**src/rtl/ps2_frame_rx.sv**
```systemverilog
// PS/2 device-to-host receiver: synchronizes and filters the raw lines, deframes 11-bit frames,
// folds E0/F0 prefixes into flags and strobes one scan code per key event.
module ps2_frame_rx #(
    parameter int unsigned FILTER_LEN     = 4,
    parameter int unsigned TIMEOUT_CYCLES = 50000
) (
    input  logic       CLK,
    input  logic       reset,
    input  logic       PS2_CLK,
    input  logic       PS2_DATA,
    output logic [7:0] scan_code,
    output logic       code_valid,
    output logic       is_break,
    output logic       is_extended,
    output logic       frame_err,
    output logic       busy
);

    localparam int unsigned TmoW    = (TIMEOUT_CYCLES > 2) ? $clog2(TIMEOUT_CYCLES) : 1;
    localparam logic [3:0]  FiltMax = 4'(FILTER_LEN - 1);
    localparam logic [TmoW-1:0] TmoMax = TmoW'(TIMEOUT_CYCLES - 1);

    typedef enum logic [1:0] {StIdle, StData, StParity, StStop} state_e;

    logic [1:0]      clk_sync_q, data_sync_q;
    logic            clk_s, data_s;
    logic            filt_q;
    logic [3:0]      filt_cnt_q;
    logic            fall, timeout;

    state_e          state_q, state_d;
    logic [2:0]      bit_cnt_q, bit_cnt_d;
    logic [7:0]      shift_q, shift_d;
    logic            par_q, par_d;
    logic [TmoW-1:0] tmo_q, tmo_d;
    logic            ext_pend_q, ext_pend_d, brk_pend_q, brk_pend_d;
    logic [7:0]      code_q, code_d;
    logic            brk_q, brk_d, ext_q, ext_d;
    logic            valid_q, valid_d, err_q, err_d;

    always_ff @(posedge CLK) begin
        if (reset) begin
            clk_sync_q  <= 2'b11;
            data_sync_q <= 2'b11;
        end else begin
            clk_sync_q  <= {clk_sync_q[0], PS2_CLK};
            data_sync_q <= {data_sync_q[0], PS2_DATA};
        end
    end

    assign clk_s  = clk_sync_q[1];
    assign data_s = data_sync_q[1];

    // The filtered clock flips on the FILTER_LEN-th consecutive differing sample.
    always_ff @(posedge CLK) begin
        if (reset) begin
            filt_q     <= 1'b1;
            filt_cnt_q <= 4'd0;
        end else if (clk_s != filt_q) begin
            if (filt_cnt_q == FiltMax) begin
                filt_q     <= clk_s;
                filt_cnt_q <= 4'd0;
            end else begin
                filt_cnt_q <= filt_cnt_q + 4'd1;
            end
        end else begin
            filt_cnt_q <= 4'd0;
        end
    end

    assign fall    = filt_q && !clk_s && (filt_cnt_q == FiltMax);
    assign timeout = (state_q != StIdle) && (tmo_q == TmoMax);

    always_comb begin
        state_d    = state_q;
        bit_cnt_d  = bit_cnt_q;
        shift_d    = shift_q;
        par_d      = par_q;
        tmo_d      = tmo_q;
        ext_pend_d = ext_pend_q;
        brk_pend_d = brk_pend_q;
        code_d     = code_q;
        brk_d      = brk_q;
        ext_d      = ext_q;
        valid_d    = 1'b0;
        err_d      = 1'b0;

        if (state_q == StIdle || fall) begin
            tmo_d = '0;
        end else begin
            tmo_d = tmo_q + TmoW'(1);
        end

        // A timeout takes priority over a coincident edge, which is dropped.
        if (timeout) begin
            state_d    = StIdle;
            tmo_d      = '0;
            err_d      = 1'b1;
            ext_pend_d = 1'b0;
            brk_pend_d = 1'b0;
        end else if (fall) begin
            unique case (state_q)
                StIdle: begin
                    if (!data_s) begin
                        state_d   = StData;
                        bit_cnt_d = 3'd0;
                    end else begin
                        err_d      = 1'b1;
                        ext_pend_d = 1'b0;
                        brk_pend_d = 1'b0;
                    end
                end
                StData: begin
                    shift_d   = {data_s, shift_q[7:1]};
                    bit_cnt_d = bit_cnt_q + 3'd1;
                    if (bit_cnt_q == 3'd7) begin
                        state_d = StParity;
                    end
                end
                StParity: begin
                    par_d   = data_s;
                    state_d = StStop;
                end
                StStop: begin
                    state_d = StIdle;
                    if (data_s && (^{shift_q, par_q})) begin
                        if (shift_q == 8'hE0) begin
                            ext_pend_d = 1'b1;
                        end else if (shift_q == 8'hF0) begin
                            brk_pend_d = 1'b1;
                        end else begin
                            code_d     = shift_q;
                            brk_d      = brk_pend_q;
                            ext_d      = ext_pend_q;
                            valid_d    = 1'b1;
                            ext_pend_d = 1'b0;
                            brk_pend_d = 1'b0;
                        end
                    end else begin
                        err_d      = 1'b1;
                        ext_pend_d = 1'b0;
                        brk_pend_d = 1'b0;
                    end
                end
                default: state_d = StIdle;
            endcase
        end
    end

    always_ff @(posedge CLK) begin
        if (reset) begin
            state_q    <= StIdle;
            bit_cnt_q  <= 3'd0;
            shift_q    <= 8'h00;
            par_q      <= 1'b0;
            tmo_q      <= '0;
            ext_pend_q <= 1'b0;
            brk_pend_q <= 1'b0;
            code_q     <= 8'h00;
            brk_q      <= 1'b0;
            ext_q      <= 1'b0;
            valid_q    <= 1'b0;
            err_q      <= 1'b0;
        end else begin
            state_q    <= state_d;
            bit_cnt_q  <= bit_cnt_d;
            shift_q    <= shift_d;
            par_q      <= par_d;
            tmo_q      <= tmo_d;
            ext_pend_q <= ext_pend_d;
            brk_pend_q <= brk_pend_d;
            code_q     <= code_d;
            brk_q      <= brk_d;
            ext_q      <= ext_d;
            valid_q    <= valid_d;
            err_q      <= err_d;
        end
    end

    assign scan_code   = code_q;
    assign is_break    = brk_q;
    assign is_extended = ext_q;
    assign code_valid  = valid_q;
    assign frame_err   = err_q;
    assign busy        = (state_q != StIdle);

endmodule

```
**config.mk**
```make
export PLATFORM = sky130hd
export DESIGN_NAME = ps2_frame_rx
export DESIGN_NICKNAME = d
export VERILOG_FILES = /design/src/rtl/ps2_frame_rx.sv
export SDC_FILE = /design/constraint.sdc
export NUM_CORES = 1
export LEC_CHECK = 0
export BUFFER_PORTS_ARGS = -buffer_cell sky130_fd_sc_hd__buf_2
export CORE_ASPECT_RATIO = 0.9
export CORE_UTILIZATION = 59
export CTS_CLUSTER_SIZE = 12
export DETAILED_ROUTE_END_ITERATION = 16
export HOLD_SLACK_MARGIN = 0.08
export PLACE_DENSITY = 0.82
export SLEW_MARGIN = 20
export SYNTH_ARGS = -nofsm -noshare
export SYNTH_HDL_FRONTEND = slang
export SYNTH_SLANG_ARGS = --single-unit
```
**constraint.sdc**
```tcl
create_clock -name CLK -period 2.8 [get_ports CLK]
set_input_delay 0.14 -clock CLK [delete_from_list [all_inputs] [get_ports CLK]]
set_output_delay 0.14 -clock CLK [all_outputs]
set_load 0.05 [all_outputs]
```
==> impl_metrics.toml <==
[critical_path]
end_kind = "flop"
worstPathCellList = "inv_1 > ha_1 > or3b_2 > or3_4 > o211ai_4 > mux2i_1 > nor2_1"
critPathKind = "flop to flop"
r2r-end = "shift_q[3]"
cp.required_ps = 2990
start_kind = "flop"
crit_slowest_cell = "or3b_2"
reg2regPathDepth = 7
cp_slowest_stage_delay_ps = 500
crit_path_max_fanout = 8
r2r-start = "state_q[1]"
ff2ff_setup_slack_ps = 370
cp_data_arrival_time_ps = 2620

[timing]
skew_ps = 6.933
rsz0062_at_grt = "false"
worst_hold_slack_ps = 226.1
final.min_clock_period_ps = 2433
worstMarginPinSlew_ps = 605.2
fin_tns_setup_ps = 0
post-route-period-util_pct = 86.91
slew_headroom_pct = 59.28
slew_viol_final = 0
fmax_ghz = 0.4110
finalHoldViolations = 0
setup_viol = 0

[min_path]
hold_path_end = "par_q"
hold_class = "primary input to flop"
hp-start = "reset"
hold_depth = 2

[cells_and_area]
drive_gt1_share_pct = 14.18
fillers = 302
antenna_cells = 0
multi_input_area_um2 = 1281
most-common-layout-cells = "53 x dfxtp_1, 36 x nor2_1, 30 x nand2_1"
seq_area_um2 = 1061
area_growth_pct = 9.980
final_area_um2 = 2675
final_common_cell = "dfxtp_1"
nNetsFinal = 295

[placed_design]
place.gp.congestion = 0.8610
numPortBuffers = 16
dp_hpwl_um = 3185
placed_cell_area_um2 = 2544

[drt]
vias = 1817
ant_nets = 0
dr.pass1.iters = 4
drc = 0
routed_wl_um = 4447
dr.first_iter.drc_count = 185
wl_per_cell_um = 13.56
viasPerCell = 5.540

[yosys]
syn_avg_cell_area_um2 = 9.319
ys_ff_latch = 53
synth_ff_type = "dfxtp_1"
synthArstFlopShare_pct = 0
synth_nets = 275
ys_types = 44
yosys_warnings = 0
synth_cells = 261
seq_area_frac_synth_pct = 43.62
synth_edf_count = 0
netlist_area_um2 = 2432

[die]
io_pins = 17
die_h_um = 62.91
die_width_um = 69.68
initial_core_util_pct = 63.41
die_area_um2 = 4384
core_area_um2 = 3836
fp-row-count = 21

[cts]
path_clk_slew_ps = 90
root_buffer = "clkbuf_8"
holdBufCountCts = 2
cts_tree = "yes"
cts_buffers = 5
htreeDepth = 2
clk_path_buf_depth = 2
cts_resized = 0
post_cts_buffers = 0
insertion_delay_ps = 300
numClockSinks = 53

[power]
clockPowerShare_pct = 39.5
combPwrFrac_pct = 1.6
leakagePower_nw = 1.061
seqPwrFrac_pct = 58.8
p_switching_mw = 0.2579
swShare_pct = 20.00
worst_ir_drop_vdd_v = 0.0003535
powerDensity_nw_per_um2 = 482.2
intPower_mw = 1.032

[flow_run]
drv_cap = 0

[grt]
use_met3_pct = 4.516
met2_usage_pct = 33.62
grt_usage_pct = 21.65
overflow = 0
busiest_layer = "met2"
antenna_found_initial = 0
grt_max_degree = 22
grt_pass1_wl_um = 7603
grt_pass1_vias = 1674
gr-usage-met1_pct = 28.98

[status]
status = "complete, no violations"
==> area by class of cell <==
class                           count  area share [%]
Multi-Input combinational cell    189           47.90
Sequential cell                    53           39.66
Timing Repair Buffer               21           4.584
Clock buffer                        6           2.713
Tap cell                           46           2.152
Inverter                           11           1.543
Clock inverter                      2           1.450
==> logic make-up after synthesis <==
group	after synthesis	share of synthesized area, %
xor gates and xnor gates	22	9.053
AOI/OAI and AO/OA	24	7.253
and+or+nand+nor	114	23.35
adders and majority gates	10	5.144
muxes	19	7.870
DFF	53	43.62
buffers and inverters	19	3.703
==> through the flow <==
step / total power [mW] / worst slack (ps) / utilization [%] / cells
floorplan: 0.7900 / 580.1 / - / 261
global placement: 0.7952 / 455.6 / 66.31 / 318
detailed placement: 0.7955 / 398.9 / 66.31 / 318
CTS: 1.301 / 371.7 / 69.73 / 328
global route: 1.334 / 214.6 / 69.73 / 328
finish: 1.290 / 366.7 / 69.73 / 328
==> per-layer routing <==
metal	wire length, µm	up-vias
li1	-	930
met1	2216	832
met2	1949	45
met3	203	10
met4	78	0
met5	0	-
==> worst max-delay path, delay by kind of cell (launching register included) <==
kind	cells	cell delay (ps)
AOI/OAI and AO/OA	1	370
adders and majority gates	1	260
DFF	1	400
buffers and inverters	1	100
and+or+nand+nor	3	930
muxes	1	250
==> sequential cells by signal, indices dropped and copies added, names as in the netlist <==
signal	count
filt_cnt_q	4
ext_pend_q	1
is_break	1
code_valid	1
is_extended	1
bit_cnt_q	3
state_q	2
par_q	1
filt_q	1
clk_sync_q	2
data_sync_q	2
brk_pend_q	1
shift_q	8
frame_err	1
scan_code	8
tmo_q	16
==> Yosys cell counts, types with 2 or more instances <==
| library cell | n | share of area (%) |
|---|---|---|
| a211oi_1 | 3 | 0.93 |
| a21oi_1 | 7 | 1.4 |
| a31oi_1 | 2 | 0.51 |
| and3_1 | 4 | 1.0 |
| buf_6 | 2 | 0.93 |
| clkbuf_1 | 4 | 0.62 |
| dfxtp_1 | 53 | 44 |
| ha_1 | 10 | 5.1 |
| inv_1 | 11 | 1.7 |
| mux2i_1 | 18 | 7.4 |
| nand2_1 | 30 | 4.6 |
| nand2b_1 | 3 | 0.77 |
| nand3_1 | 9 | 1.9 |
| nand3b_1 | 2 | 0.62 |
| nand4_1 | 3 | 0.77 |
| nor2_1 | 36 | 5.6 |
| nor3_1 | 4 | 0.82 |
| nor4_1 | 5 | 1.3 |
| o211ai_1 | 3 | 0.93 |
| o21ai_0 | 3 | 0.62 |
| or2_2 | 4 | 1.0 |
| or3_1 | 4 | 1.0 |
| xnor2_1 | 10 | 3.6 |
| xnor3_1 | 2 | 1.9 |
| xor2_1 | 10 | 3.6 |
==> worst max path at each step <==
stage | from | to | slack, ps | cells after the start
final | state_q[1] | shift_q[3] | 370 | 7
after global routing | state_q[0] | shift_q[5] | 210 | 7
after CTS | state_q[0] | shift_q[2] | 370 | 7
after detailed placement | state_q[1] | shift_q[2] | 400 | 7
after global placement | state_q[0] | tmo_q[11] | 460 | 8
after floorplan | state_q[0] | tmo_q[8] | 580 | 9
==> power by group through the flow <==
stage               sequential, mW  clock (mW)  combinational [mW]
floorplan                    0.775           0              0.0154
global placement             0.776           0              0.0191
detailed placement           0.776           0              0.0191
CTS                          0.759       0.521              0.0213
global route                 0.759       0.551              0.0232
finish                       0.759       0.510              0.0212
No activity file was read; power rests on OpenSTA's default activity.
